<file path="config.mk">
export PLATFORM = sky130hd
export DESIGN_NAME = craft_round_controller_flat
export DESIGN_NICKNAME = d
export VERILOG_FILES = /design/src/rtl/craft_pkg.sv /design/src/rtl/craft_round_controller_if.sv /design/src/rtl/craft_phase_counter.sv /design/src/rtl/craft_round_controller.sv /design/src/flat_wrapper.sv
export SDC_FILE = /design/constraint.sdc
export NUM_CORES = 1
export LEC_CHECK = 0
export ABC_AREA = 0
export CAP_MARGIN = 10
export CORE_UTILIZATION = 40
export DETAILED_ROUTE_END_ITERATION = 7
export MAX_ROUTING_LAYER = met4
export PLACE_DENSITY_LB_ADDON = 0.05
export SYNTH_ARGS = -nofsm -noshare
export SYNTH_HDL_FRONTEND = slang
export SYNTH_SLANG_ARGS = --single-unit
export TNS_END_PERCENT = 20
</file>
<file path="constraint.sdc">
create_clock -name clk -period 3.9 [get_ports clk]
set_input_delay 0.39 -clock clk [delete_from_list [all_inputs] [get_ports clk]]
set_output_delay 0.39 -clock clk [all_outputs]
set_load 0.02 [all_outputs]
</file>
<file path="src/rtl/craft_pkg.sv">
// craft_pkg: constants and types shared by the CRAFT round controller,
// key register and state datapath.
package craft_pkg;

  // Block parameters shared across the nibble-serial core
  localparam int CRAFT_ROUNDS    = 32;
  localparam int CRAFT_NIBBLES   = 16;
  localparam int CRAFT_MC_CYCLES = 4;

  // Round index width, matching the key register's r input
  localparam int CRAFT_RW = 8;

  // Controller sequencing states
  localparam int CRAFT_STATE_W = 3;
  typedef enum logic [CRAFT_STATE_W-1:0] {
    ST_IDLE = 3'd0,
    ST_LOAD = 3'd1,
    ST_MC   = 3'd2,
    ST_NIB  = 3'd3,
    ST_FIN  = 3'd4
  } craft_state_e;

endpackage

</file>
<file path="src/rtl/craft_round_controller_if.sv">
// craft_round_controller_if: start/ciphertext handshake plus the strobes the
// round controller drives into the key register and state datapath.
// Optional macro CRAFT_ROUND_CTRL_DECRYPT_EN adds the dec request bit.
interface craft_round_controller_if;
  import craft_pkg::*;

  logic                start;
  logic                out_ready;
`ifdef CRAFT_ROUND_CTRL_DECRYPT_EN
  logic                dec;
`endif
  logic                busy;
  logic                CK0;
  logic                mc_en;
  logic                en;
  logic [CRAFT_RW-1:0] r;
  logic [3:0]          nib;
  logic                last_round;
  logic                out_valid;

`ifdef CRAFT_ROUND_CTRL_DECRYPT_EN
  modport master (output start, output out_ready, output dec,
                  input busy, input CK0, input mc_en, input en, input r,
                  input nib, input last_round, input out_valid);
  modport slave  (input start, input out_ready, input dec,
                  output busy, output CK0, output mc_en, output en, output r,
                  output nib, output last_round, output out_valid);
`else
  modport master (output start, output out_ready,
                  input busy, input CK0, input mc_en, input en, input r,
                  input nib, input last_round, input out_valid);
  modport slave  (input start, input out_ready,
                  output busy, output CK0, output mc_en, output en, output r,
                  output nib, output last_round, output out_valid);
`endif

endinterface

</file>
<file path="src/rtl/craft_phase_counter.sv">
// craft_phase_counter: clearable modulo counter. It counts 0..last while
// enabled, wraps to 0, and flags the terminal value with tc.
module craft_phase_counter #(
  parameter int WIDTH = 4
) (
  input  logic             clk,
  input  logic             reset_n,
  input  logic             clear,
  input  logic             en,
  input  logic [WIDTH-1:0] last,
  output logic [WIDTH-1:0] count,
  output logic             tc
);

  logic [WIDTH-1:0] count_q;
  logic [WIDTH-1:0] count_d;

  assign tc    = en && (count_q == last);
  assign count = count_q;

  // Next count: clear wins, otherwise advance and wrap at the terminal value
  always_comb begin
    count_d = count_q;
    if (clear) begin
      count_d = '0;
    end else if (en) begin
      count_d = tc ? '0 : count_q + 1'b1;
    end
  end

  // Count register with asynchronous clear on reset
  always_ff @(posedge clk or negedge reset_n) begin
    if (!reset_n) begin
      count_q <= '0;
    end else begin
      count_q <= count_d;
    end
  end

endmodule

</file>
<file path="src/rtl/craft_round_controller.sv">
// craft_round_controller: walks the CRAFT rounds for one block, driving the
// key register strobes (CK0, en, r) and the MixColumn/nibble phase strobes,
// and offers the finished block on a valid/ready handshake.
// Optional macro CRAFT_ROUND_CTRL_DECRYPT_EN adds a dec input that makes the
// round index count down from ROUNDS-1 to 0.
module craft_round_controller
  import craft_pkg::*;
#(
  parameter int ROUNDS    = CRAFT_ROUNDS,
  parameter int NIBBLES   = CRAFT_NIBBLES,
  parameter int MC_CYCLES = CRAFT_MC_CYCLES
) (
  input logic                     clk,
  input logic                     reset_n,
  craft_round_controller_if.slave bus
);

  localparam int PH_MAX = (NIBBLES > MC_CYCLES) ? NIBBLES : MC_CYCLES;
  localparam int PH_W   = (PH_MAX > 1) ? $clog2(PH_MAX) : 1;

  localparam logic [PH_W-1:0]     MC_LAST  = PH_W'(MC_CYCLES - 1);
  localparam logic [PH_W-1:0]     NIB_LAST = PH_W'(NIBBLES - 1);
  localparam logic [CRAFT_RW-1:0] R_LAST   = CRAFT_RW'(ROUNDS - 1);

  localparam logic [CRAFT_STATE_W-1:0] S_IDLE = ST_IDLE;
  localparam logic [CRAFT_STATE_W-1:0] S_LOAD = ST_LOAD;
  localparam logic [CRAFT_STATE_W-1:0] S_MC   = ST_MC;
  localparam logic [CRAFT_STATE_W-1:0] S_NIB  = ST_NIB;
  localparam logic [CRAFT_STATE_W-1:0] S_FIN  = ST_FIN;

  logic [CRAFT_STATE_W-1:0] state_q;
  logic [CRAFT_STATE_W-1:0] state_d;
  logic [CRAFT_RW-1:0]      r_q;
  logic [CRAFT_RW-1:0]      r_d;
  logic [PH_W-1:0]          phase_cnt;
  logic [PH_W-1:0]          phase_last;
  logic                     phase_tc;
  logic                     phase_en;
  logic                     dec_mode;
  logic                     last_round;

  assign phase_en   = (state_q == S_MC) || (state_q == S_NIB);
  assign phase_last = (state_q == S_NIB) ? NIB_LAST : MC_LAST;

  craft_phase_counter #(
    .WIDTH (PH_W)
  ) u_phase (
    .clk     (clk),
    .reset_n (reset_n),
    .clear   (state_d != state_q),
    .en      (phase_en),
    .last    (phase_last),
    .count   (phase_cnt),
    .tc      (phase_tc)
  );

`ifdef CRAFT_ROUND_CTRL_DECRYPT_EN
  logic dec_q;
  logic dec_d;

  // Capture the direction whenever a start request is accepted
  always_comb begin
    dec_d = dec_q;
    if (state_d == S_LOAD) begin
      dec_d = bus.dec;
    end
  end

  // Direction register for the current block
  always_ff @(posedge clk or negedge reset_n) begin
    if (!reset_n) begin
      dec_q <= 1'b0;
    end else begin
      dec_q <= dec_d;
    end
  end

  assign dec_mode = dec_q;
`else
  assign dec_mode = 1'b0;
`endif

  assign last_round = dec_mode ? (r_q == '0) : (r_q == R_LAST);

  // Sequencing: LOAD once, then MC/NIB per round, then hold in FIN
  always_comb begin
    state_d = state_q;
    r_d     = r_q;
    case (state_q)
      S_IDLE: begin
        if (bus.start) begin
          state_d = S_LOAD;
        end
      end
      S_LOAD: begin
        state_d = S_MC;
        r_d     = dec_mode ? R_LAST : '0;
      end
      S_MC: begin
        if (phase_tc) begin
          state_d = S_NIB;
        end
      end
      S_NIB: begin
        if (phase_tc) begin
          if (last_round) begin
            state_d = S_FIN;
          end else begin
            state_d = S_MC;
            r_d     = dec_mode ? r_q - 1'b1 : r_q + 1'b1;
          end
        end
      end
      S_FIN: begin
        if (bus.out_ready) begin
          state_d = bus.start ? S_LOAD : S_IDLE;
        end
      end
      default: begin
        state_d = S_IDLE;
      end
    endcase
  end

  // State and round index registers
  always_ff @(posedge clk or negedge reset_n) begin
    if (!reset_n) begin
      state_q <= S_IDLE;
      r_q     <= '0;
    end else begin
      state_q <= state_d;
      r_q     <= r_d;
    end
  end

  assign bus.busy       = (state_q != S_IDLE);
  assign bus.CK0        = (state_q == S_LOAD);
  assign bus.mc_en      = (state_q == S_MC);
  assign bus.en         = (state_q == S_NIB);
  assign bus.r          = r_q;
  assign bus.nib        = (state_q == S_NIB) ? 4'(phase_cnt) : 4'd0;
  assign bus.last_round = last_round;
  assign bus.out_valid  = (state_q == S_FIN);

endmodule

</file>
<file path="src/flat_wrapper.sv">
// flat-port wrapper written by rule: the top's interface ports become plain ports
module craft_round_controller_flat import craft_pkg::*;
#(
  parameter int ROUNDS    = CRAFT_ROUNDS,
  parameter int NIBBLES   = CRAFT_NIBBLES,
  parameter int MC_CYCLES = CRAFT_MC_CYCLES
)
  (clk, reset_n, bus_start, bus_out_ready, bus_busy, bus_CK0, bus_mc_en, bus_en, bus_r, bus_nib, bus_last_round, bus_out_valid);
  craft_round_controller_if bus_i ();
  input logic clk;
  input logic reset_n;
  input wire logic [$bits(bus_i.start)-1:0] bus_start;
  input wire logic [$bits(bus_i.out_ready)-1:0] bus_out_ready;
  output wire logic [$bits(bus_i.busy)-1:0] bus_busy;
  output wire logic [$bits(bus_i.CK0)-1:0] bus_CK0;
  output wire logic [$bits(bus_i.mc_en)-1:0] bus_mc_en;
  output wire logic [$bits(bus_i.en)-1:0] bus_en;
  output wire logic [$bits(bus_i.r)-1:0] bus_r;
  output wire logic [$bits(bus_i.nib)-1:0] bus_nib;
  output wire logic [$bits(bus_i.last_round)-1:0] bus_last_round;
  output wire logic [$bits(bus_i.out_valid)-1:0] bus_out_valid;
  assign bus_i.start = bus_start;
  assign bus_i.out_ready = bus_out_ready;
  assign bus_busy = bus_i.busy;
  assign bus_CK0 = bus_i.CK0;
  assign bus_mc_en = bus_i.mc_en;
  assign bus_en = bus_i.en;
  assign bus_r = bus_i.r;
  assign bus_nib = bus_i.nib;
  assign bus_last_round = bus_i.last_round;
  assign bus_out_valid = bus_i.out_valid;
  craft_round_controller #(.ROUNDS(ROUNDS), .NIBBLES(NIBBLES), .MC_CYCLES(MC_CYCLES)) u_core (.clk(clk), .reset_n(reset_n), .bus(bus_i));
endmodule
</file>
==> results of run 1 <==
cell type report:
type	count	area, um2
multi-input cells	72	493.0
flip-flops and latches	15	375.4
well taps	27	33.78
inverters	5	18.77
clock buffers	4	26.28
fillers	199	884.6
repair buffers	21	210.2
logic make-up after synthesis:
logic type	synth area share
compound gates	0.1837
xor+xnor	0.02901
fa+ha+maj	0.05525
buf+inv	0.04144
flops	0.4144
simple gates	0.2763
layout by cell type, fill, tap and decap left out, drive strengths merged:
| cell type | synthesis | routed |
|---|---|---|
| dfrtp | 15 | 15 |
| a21oi | 8 | 8 |
| or4b | 1 | 1 |
| o31ai | 2 | 2 |
| or4 | 2 | 2 |
| nor2 | 5 | 5 |
| nor3 | 2 | 2 |
| clkbuf | 2 | 4 |
| a21o | 1 | 1 |
| a2bb2oi | 1 | 1 |
| o22ai | 1 | 1 |
| o221ai | 1 | 1 |
| xnor2 | 1 | 1 |
| clkdlybuf4s50 | 0 | 21 |
| or3 | 5 | 5 |
| nand3 | 4 | 4 |
| and2 | 1 | 1 |
| nor4 | 1 | 1 |
| inv | 5 | 5 |
| or2b | 1 | 1 |
| nor2b | 2 | 2 |
| nor3b | 3 | 3 |
| nand2 | 10 | 10 |
| xor2 | 2 | 2 |
| ha | 4 | 4 |
| nand4 | 3 | 3 |
| o21ai | 8 | 8 |
| and3 | 3 | 3 |
stage by stage:
stage	hold slack, ns	total power [W]	utilization	cells	worst slack [ns]
2_1_floorplan	0.09441	0.0004572	-	95	1.345
3_3_place_gp	0.5062	0.0005673	0.5539	140	1.200
3_5_place_dp	0.5254	0.0005701	0.5539	140	1.089
4_1_cts	0.5207	0.0006692	0.5668	144	1.061
5_1_grt	0.5540	0.0007123	0.5668	144	0.8317
6_report	0.5167	0.0006611	0.5668	144	1.038
registers in the layout, summed over array words and instances, names as in the netlist:
name	count
u_core.bus.r	8
u_core.state_q	3
u_core.u_phase.count	4
metal layers:
layer / vias up / GRT usage
met2: 21 / 0.2432
met3: 7 / 0.03704
met1: 374 / 0.2500
li1: 396 / -
met5: - / -
met4: 0 / 0.08571
power groups by stage:
stage,clock network [W],registers (W),logic (W)
floorplan,0,0.000240,0.000217
global placement,0,0.000249,0.000319
detailed placement,0,0.000250,0.000320
CTS,0.0000967,0.000247,0.000325
global route,0.000105,0.000255,0.000352
finish,0.0000917,0.000248,0.000321
path summary, 6_finish.rpt:
path / to / cells past startpoint / start
max: u_core.bus.r[7] / 8 / u_core.state_q[1]
min: u_core.state_q[0] / 1 / reset_n
max reg2reg: u_core.bus.r[7] / 8 / u_core.state_q[1]
min reg2reg: u_core.state_q[1] / 1 / u_core.state_q[2]
max in group asynchronous: u_core.bus.r[2] / 1 / reset_n
min in group clk: u_core.state_q[1] / 1 / u_core.state_q[2]
==> results_dict.tcl, run 1 <==
set metrics [dict create \
    port_buffer_cells 21 \
    ir_drop_mv 0.3997 \
    async_reset_ff_frac 1.000 \
    setup_viol_count_final 0 \
    antenna_violations_before_repair 0 \
    via_count 798 \
    share_seq_of_total_power 0.375 \
    drtAntennaViolNets 0 \
    post-dp-hpwl_um 1355 \
    synthesis.nets 103 \
    tritoncts_num_sinks 15 \
    synthCells 95 \
    number_of_enable_flip_flop_cells_after_synthesis 0 \
    proportion_of_power_drawn_by_the_clock_network 0.139 \
    cpPeakStageDelay_ns 0.57 \
    cell_internal_pwr_w 0.0003844 \
    rrSetupSlack_ns 1.04 \
    post-synth-top-count-cell "sky130_fd_sc_hd__dfrtp_1" \
    final_max_slew_viol_count 0 \
    worst_slew_margin_rel 0.5319 \
    dieWidth_um 49.59 \
    post_cts_hold_buffer_count 0 \
    antenna_cells_inserted 0 \
    critPathArrivalTime_ns 3.08 \
    layout-drive-gt1-share 0.1026 \
    static-leakage-power_nw 0.4792 \
    min_tclk_post_route_ns 2.862 \
    synthesis.yosys.warnings 0 \
    post_drt_wl_per_cell_um 13.50 \
    wl_met1_um 1010 \
    io_pins 22 \
    synth_top_flop_cell "sky130_fd_sc_hd__dfrtp_1" \
    worstHoldPathType "input pin to async pin" \
    path_delay_family "simple AND/OR/NAND/NOR gates" \
    grt_pass1_vias 716 \
    post-cts-setup-buffer-count 0 \
    yosysUniqueCellTypes 31 \
    switching_share 0.4186 \
    tightest_slew_ns 0.6999 \
    finalWirelength_um 1944 \
    die_area_um2 2459 \
    routability_congestion_estimate 0.8846 \
    initial_utilization 0.4436 \
    share_comb_of_total_power 0.486 \
    chipHeight_um 49.59 \
    critical_setup_path_kind "register to register" \
    final_cell_area_um2 1157 \
    core_region_area_um2 2042 \
    fmaxAchievable_mhz 349.4 \
    wl_met3_um 69 \
    timing.max_cap.violations 0 \
    drt_pass1_iterations 4 \
    skew_ns 0.002534 \
    tritoncts "built" \
    timing.critical_path.slowest_stage_cell "sky130_fd_sc_hd__or4_1" \
    final.setup.tns_ns 0 \
    nets 126 \
    p_sw_w 0.0002767 \
    hold_viol_final 0 \
    post_synth.cell_area_avg_um2 9.535 \
    met2WireLength_um 816 \
    synth_top_area_frac 0.4144 \
    via_density_per_instance 5.542 \
    netlist_area_um2 905.9 \
    crit_required_ns 4.12 \
    fp-row-count 16 \
    cts.reportedPaths.clkPinSlew_ns 0.09 \
    syn2layout_area_growth_pct 27.76 \
    highest_layer_used_for_signal_routing "met4" \
    synth_common_cells "sky130_fd_sc_hd__dfrtp_1, sky130_fd_sc_hd__nand2_1, sky130_fd_sc_hd__a21oi_2" \
    outcome "finished clean" \
    placement.cell_area_um2 1131 \
    grt_start_max_net_pins 17 \
    numCtsBuffers 3 \
    groute.usage.overall 0.1785 \
    ys_seq_elements 15 \
    count_of_routing_violations_after_the_opening_detailed_route_iteration 19 \
    cellPowerDensity_nw_per_um2 571.2 \
    rsz0062_at_grt "no" \
    synth.largest_area_cell "sky130_fd_sc_hd__dfrtp_1" \
    grt_overflow_total 0 \
    crit_chain "nor2b_1 > nand2_1 > inv_1 > ha_1 > nor3b_4 > o221ai_4 > or4_1 > a21oi_2" \
    ys_top_cells_by_area "sky130_fd_sc_hd__dfrtp_1, sky130_fd_sc_hd__a21oi_2, sky130_fd_sc_hd__ha_1, sky130_fd_sc_hd__nand2_1, sky130_fd_sc_hd__or3_1" \
    cts_max_path_buffers 2 \
    synth.yosys.seq_area_share 0.4144 \
    cts.root.buffer_cell "sky130_fd_sc_hd__clkbuf_4" \
    post_cts_resize_count 0 \
    cp_max_fo 16 \
    grt_first_pass_wirelength_um 3236 \
    worstSetupEndpointType "register" \
    htree_num_levels 1 \
    critical_path.startpoint_type "register" \
    number_of_design_rule_violations_left_after_detail_routing 0 \
    timing.final.crit_share 0.7338 \
    worst_skew_pair.late_latency_ns 0.29 \
    cp_num_buf_inv 1 \
]
(Power assumes the default switching activity.)
==> run 2, diff against run 1 <==
==> constraint.sdc (replaced) <==
create_clock -name clk -period 2.65 [get_ports clk]
set_input_delay 0.265 -clock clk [delete_from_list [all_inputs] [get_ports clk]]
set_output_delay 0.265 -clock clk [all_outputs]
set_load 0.02 [all_outputs]
==> run 2 against run 1 <==
Effect of this change: critical path type unchanged; utilization is 1.8 points higher; combinational power rose by 58%; wire length increased by 2.0%; cell count up 2.8%.
==> results_dict.tcl, run 2 (synthesis gave the netlist of run 1 again) <==
set metrics [dict create \
    ir_drop_mv 0.6537 \
    tightest_slew_ns 0.6853 \
    routability_congestion_estimate 0.8021 \
    timing.max_cap.violations 0 \
    largest_reg_flops 8 \
    antenna_cells_inserted 0 \
    worst_skew_pair.late_latency_ns 0.27 \
    timing.final.crit_share 0.9178 \
    post-route-util 0.5846 \
    cpPeakStageDelay_ns 0.57 \
    tritoncts "built" \
    worstSetupEndpointType "register" \
    post_cts_hold_buffer_count 0 \
    chipHeight_um 49.59 \
    cts.root.buffer_cell "sky130_fd_sc_hd__clkbuf_4" \
    critPathArrivalTime_ns 2.64 \
    grt_start_max_net_pins 17 \
    skew_ns 0.003143 \
    port_buffer_cells 21 \
    die_area_um2 2459 \
    critical_setup_path_kind "register to register" \
    io_pins 22 \
    nets 130 \
    htree_num_levels 1 \
    grt_pass1_vias 752 \
    post-cts-setup-buffer-count 0 \
    min_tclk_post_route_ns 2.432 \
    via_count 776 \
    r2r_end "u_core.bus.r[7]" \
    crit_chain "nor2b_1 > nand2_1 > inv_1 > ha_1 > nor3b_4 > o221ai_4 > or4_1 > a21oi_2" \
    final.setup.tns_ns 0 \
    timing.critical_path.slowest_stage_cell "sky130_fd_sc_hd__or4_1" \
    finalWirelength_um 1983 \
    fmaxAchievable_mhz 411.1 \
    post-dp-hpwl_um 1450 \
    cts_max_path_buffers 2 \
    critical_path.reg2reg.startpoint "u_core.state_q[1]" \
    static-leakage-power_nw 0.5002 \
    critical_path.startpoint_type "register" \
    cts.reportedPaths.clkPinSlew_ns 0.09 \
    fp-row-count 16 \
    number_of_design_rule_violations_left_after_detail_routing 0 \
    layout-drive-gt1-share 0.1405 \
    crit_required_ns 2.86 \
    reg2regPathDepth 8 \
    outcome "finished clean" \
    grt_first_pass_wirelength_um 3381 \
    setup_viol_count_final 0 \
    rrSetupSlack_ns 0.22 \
    rsz0062_at_grt "no" \
    n_fill_cell 201 \
    cellPowerDensity_nw_per_um2 820.5 \
    count_of_routing_violations_after_the_opening_detailed_route_iteration 6 \
    antenna_violations_before_repair 0 \
    worstHoldPathType "input pin to async pin" \
    most_frequent_standard_cell_in_the_layout_excluding_fill_and_tap_cells "sky130_fd_sc_hd__clkdlybuf4s50_1" \
    tritoncts_num_sinks 15 \
    dieWidth_um 49.59 \
    via_density_per_instance 5.243 \
    drtAntennaViolNets 0 \
    multi_input_comb_area_um2 499.2 \
    numCtsBuffers 3 \
    groute.usage.overall 0.1814 \
    syn2layout_area_growth_pct 31.77 \
    post_drt_wl_per_cell_um 13.40 \
    initial_utilization 0.4436 \
    regArea_um2 375.4 \
    drt_pass1_iterations 4 \
    hold_viol_final 0 \
    core_region_area_um2 2042 \
    cp_max_fo 16 \
    layout.cells.most_common_list "sky130_fd_sc_hd__clkdlybuf4s50_1, sky130_fd_sc_hd__dfrtp_1, sky130_fd_sc_hd__nand2_1, sky130_fd_sc_hd__a21oi_2" \
    post_cts_resize_count 0 \
    grt_overflow_total 0 \
    worst_slew_margin_rel 0.5417 \
    final_max_slew_viol_count 0 \
]
[run 2: cell type report]
type                    instances  area share
multi-input cells              72      0.4182
clock buffers                   4     0.02201
repair buffers                 25      0.2013
flip-flops and latches         15      0.3145
inverters                       5     0.01572
well taps                      27     0.02830
[run 2: critical path, delay by kind of cell, from the launching register on]
kind | cells | cell delay (ns)
and+or+nand+nor | 4 | 1.14
buffers and inverters | 1 | 0.09
DFF | 1 | 0.46
adders and majority gates | 1 | 0.33
AOI/OAI and AO/OA | 2 | 0.37
[run 2: metal layers]
| metal | wire [um] | share of wire | up-vias | global-route usage |
|---|---|---|---|---|
| met3 | 41 | 0.021 | 2 | 0.02778 |
| met5 | 0 | 0 | - | - |
| met1 | 1089 | 0.55 | 365 | 0.2674 |
| met2 | 842 | 0.42 | 14 | 0.2500 |
| li1 | - | - | 395 | - |
| met4 | 9 | 0.0045 | 0 | 0.06190 |
[run 2: worst max-delay path by stage]
stage                     depth (start not counted)         endpoint               from
after floorplan                                   8  u_core.bus.r[7]  u_core.state_q[1]
after global placement                            8  u_core.bus.r[7]  u_core.state_q[1]
after detailed placement                          8  u_core.bus.r[7]  u_core.state_q[1]
after CTS                                         4   bus_last_round    u_core.bus.r[0]
after global routing                              4   bus_last_round    u_core.bus.r[0]
final                                             8  u_core.bus.r[7]  u_core.state_q[1]
[run 2: per-stage QoR]
step,cell area (um2),cells,hold slack (ns),setup slack [ns],power [W]
floorplan,905.9,95,-0.03059,0.09547,0.0006729
finish,1194,148,0.3974,0.2178,0.0009794
CTS,1187,148,0.4143,0.07324,0.0009907
global placement,1161,144,0.5106,0.3321,0.0008546
global route,1194,148,0.4544,0.04733,0.001065
detailed placement,1161,144,0.5289,0.2376,0.0008573
[run 2: power by group]
group          internal, W  leakage [nW]  switching, W
registers         0.000286         0.193     0.0000604
clock network    0.0000583        0.0150     0.0000686
logic             0.000237         0.292      0.000269
total             0.000582         0.500      0.000398
==> run 3, diff against run 2 <==
--- a/config.mk
+++ b/config.mk
@@ -6,11 +6,10 @@
 export NUM_CORES = 1
 export LEC_CHECK = 0
 export ABC_AREA = 0
-export CAP_MARGIN = 10
 export CORE_UTILIZATION = 40
 export DETAILED_ROUTE_END_ITERATION = 7
 export MAX_ROUTING_LAYER = met4
-export PLACE_DENSITY_LB_ADDON = 0.05
+export PLACE_DENSITY = 0.67
 export SYNTH_ARGS = -nofsm -noshare
 export SYNTH_HDL_FRONTEND = slang
 export SYNTH_SLANG_ARGS = --single-unit
==> run 3 against run 2 <==
Effect of this change: worst setup slack improved by 0.018 ns; combinational power hardly changed; worst hold slack better by 0.0040 ns; critical path type unchanged; largest cell class unchanged.
==> results_dict.tcl, run 3 (synthesis gave the netlist of run 1 again) <==
set metrics [dict create \
    numCtsBuffers 3 \
    cts_max_path_buffers 2 \
    syn2layout_area_growth_pct 31.77 \
    use_met3 0.02778 \
    outcome "finished clean" \
    io_pins 22 \
    core_region_area_um2 2042 \
    critPathArrivalTime_ns 2.62 \
    grt_start_max_net_pins 17 \
    grt.met1_usage 0.2441 \
    grt_overflow_total 0 \
    rsz0062_at_grt "no" \
    initial_utilization 0.4436 \
    tritoncts_num_sinks 15 \
    count_of_routing_violations_after_the_opening_detailed_route_iteration 7 \
    hold_viol_final 0 \
    dieWidth_um 49.59 \
    die_area_um2 2459 \
    largest_reg_flops 8 \
    cp_max_fo 16 \
    tritoncts "built" \
    htree_num_levels 1 \
    via_density_per_instance 5.270 \
    ir_drop_mv 0.5227 \
    tightest_slew_ns 0.6864 \
    skew_ns 0.004342 \
    worstHoldPathType "input pin to async pin" \
    final_max_slew_viol_count 0 \
    routability_congestion_estimate 0.8503 \
    grt_pass1_vias 748 \
    via_count 780 \
    crit_required_ns 2.86 \
    nets 130 \
    layout-drive-gt1-share 0.1405 \
    timing.final.crit_share 0.9109 \
    grt_util_met2 0.2838 \
    setup_viol_count_final 0 \
    antenna_violations_before_repair 0 \
    layout.cells.most_common_list "sky130_fd_sc_hd__clkdlybuf4s50_1, sky130_fd_sc_hd__dfrtp_1, sky130_fd_sc_hd__nand2_1, sky130_fd_sc_hd__a21oi_2" \
    post-dp-hpwl_um 1486 \
    min_tclk_post_route_ns 2.414 \
    cts.reportedPaths.clkPinSlew_ns 0.09 \
    worstSetupEndpointType "register" \
    cts.root.buffer_cell "sky130_fd_sc_hd__clkbuf_4" \
    finalWirelength_um 1976 \
    final.setup.tns_ns 0 \
    critical_path.startpoint_type "register" \
    antenna_cells_inserted 0 \
    place_inst 144 \
    drtAntennaViolNets 0 \
    chipHeight_um 49.59 \
    grt_first_pass_wirelength_um 3346 \
    most_frequent_standard_cell_in_the_layout_excluding_fill_and_tap_cells "sky130_fd_sc_hd__clkdlybuf4s50_1" \
    drt_pass1_iterations 4 \
    placement.cell_area_um2 1161 \
    groute.usage.overall 0.1839 \
    fmaxAchievable_mhz 414.3 \
    number_of_design_rule_violations_left_after_detail_routing 0 \
    globalRoute.busiestLayer "met2" \
    worst_skew_pair.late_latency_ns 0.27 \
    cellPowerDensity_nw_per_um2 820.1 \
    worst_slew_margin_rel 0.5410 \
    post_drt_wl_per_cell_um 13.35 \
    fin_cells 148 \
    static-leakage-power_nw 0.5002 \
    final_cell_area_um2 1194 \
    critical_setup_path_kind "register to register" \
    port_buffer_cells 21 \
    fp-row-count 16 \
    timing.max_cap.violations 0 \
]
-- run 3: cell counts in the layout (fill, tap and decap cells not counted) --
No cell type changed its count.
-- run 3: routing by layer --
layer  vias up  wire, um
li1        399         -
met1       363      1008
met2        16       895
met3         2        57
met4         0        14
met5         -         0
-- run 3: path summary, 6_finish.rpt --
check | start | end | slack, ns | cells after the start
max reg2reg | u_core.state_q[1] | u_core.bus.r[7] | 0.24 | 8
min reg2reg | u_core.state_q[2] | u_core.state_q[1] | 0.54 | 1
min in group clk | u_core.state_q[2] | u_core.state_q[1] | 0.54 | 1
min | reset_n | u_core.state_q[0] | 0.40 | 1
max | u_core.state_q[1] | u_core.bus.r[7] | 0.24 | 8
max in group asynchronous | reset_n | u_core.bus.r[3] | 1.81 | 1
-- run 3: final cells by class --
type | instances | area [um2]
sequential | 15 | 375.4
inverter | 5 | 18.77
timing repair buffer | 25 | 240.2
clock buffer | 4 | 26.28
fill | 183 | 848.3
multi-input combinational | 72 | 499.2
tap | 27 | 33.78
-- run 3: stage by stage --
| stage | hold WS [ns] | worst slack [ns] | util | total power (W) |
|---|---|---|---|---|
| floorplan | -0.03059 | 0.09547 | - | 0.0006729 |
| global route | 0.4746 | 0.06785 | 0.5846 | 0.001059 |
| global placement | 0.5070 | 0.3272 | 0.5686 | 0.0008538 |
| finish | 0.4014 | 0.2362 | 0.5846 | 0.0009789 |
| detailed placement | 0.5320 | 0.2616 | 0.5686 | 0.0008600 |
| CTS | 0.4239 | 0.06359 | 0.5815 | 0.0009924 |
-- run 3: report_power, final --
| group | switching (W) | internal (W) |
|---|---|---|
| sequential | 0.0000589 | 0.000286 |
| clock | 0.0000676 | 0.0000582 |
| combinational | 0.000270 | 0.000238 |
| total | 0.000397 | 0.000582 |
-- run 3: worst max-delay path, stage by stage (launching register included) --
cell and delay [ns]:
sky130_fd_sc_hd__dfrtp_1 0.46, sky130_fd_sc_hd__nor2b_1 0.18, sky130_fd_sc_hd__nand2_1 0.12, sky130_fd_sc_hd__inv_1 0.08, sky130_fd_sc_hd__ha_1 0.33, sky130_fd_sc_hd__nor3b_4 0.26
sky130_fd_sc_hd__o221ai_4 0.22, sky130_fd_sc_hd__or4_1 0.57, sky130_fd_sc_hd__a21oi_2 0.14
-- run 3: what timing repair did --
item / CTS / global route
buffers inserted: 0 / 0
setup endpoints to repair: 0 / 1
hold buffers: 0 / 0
resized for setup: 0 / 1
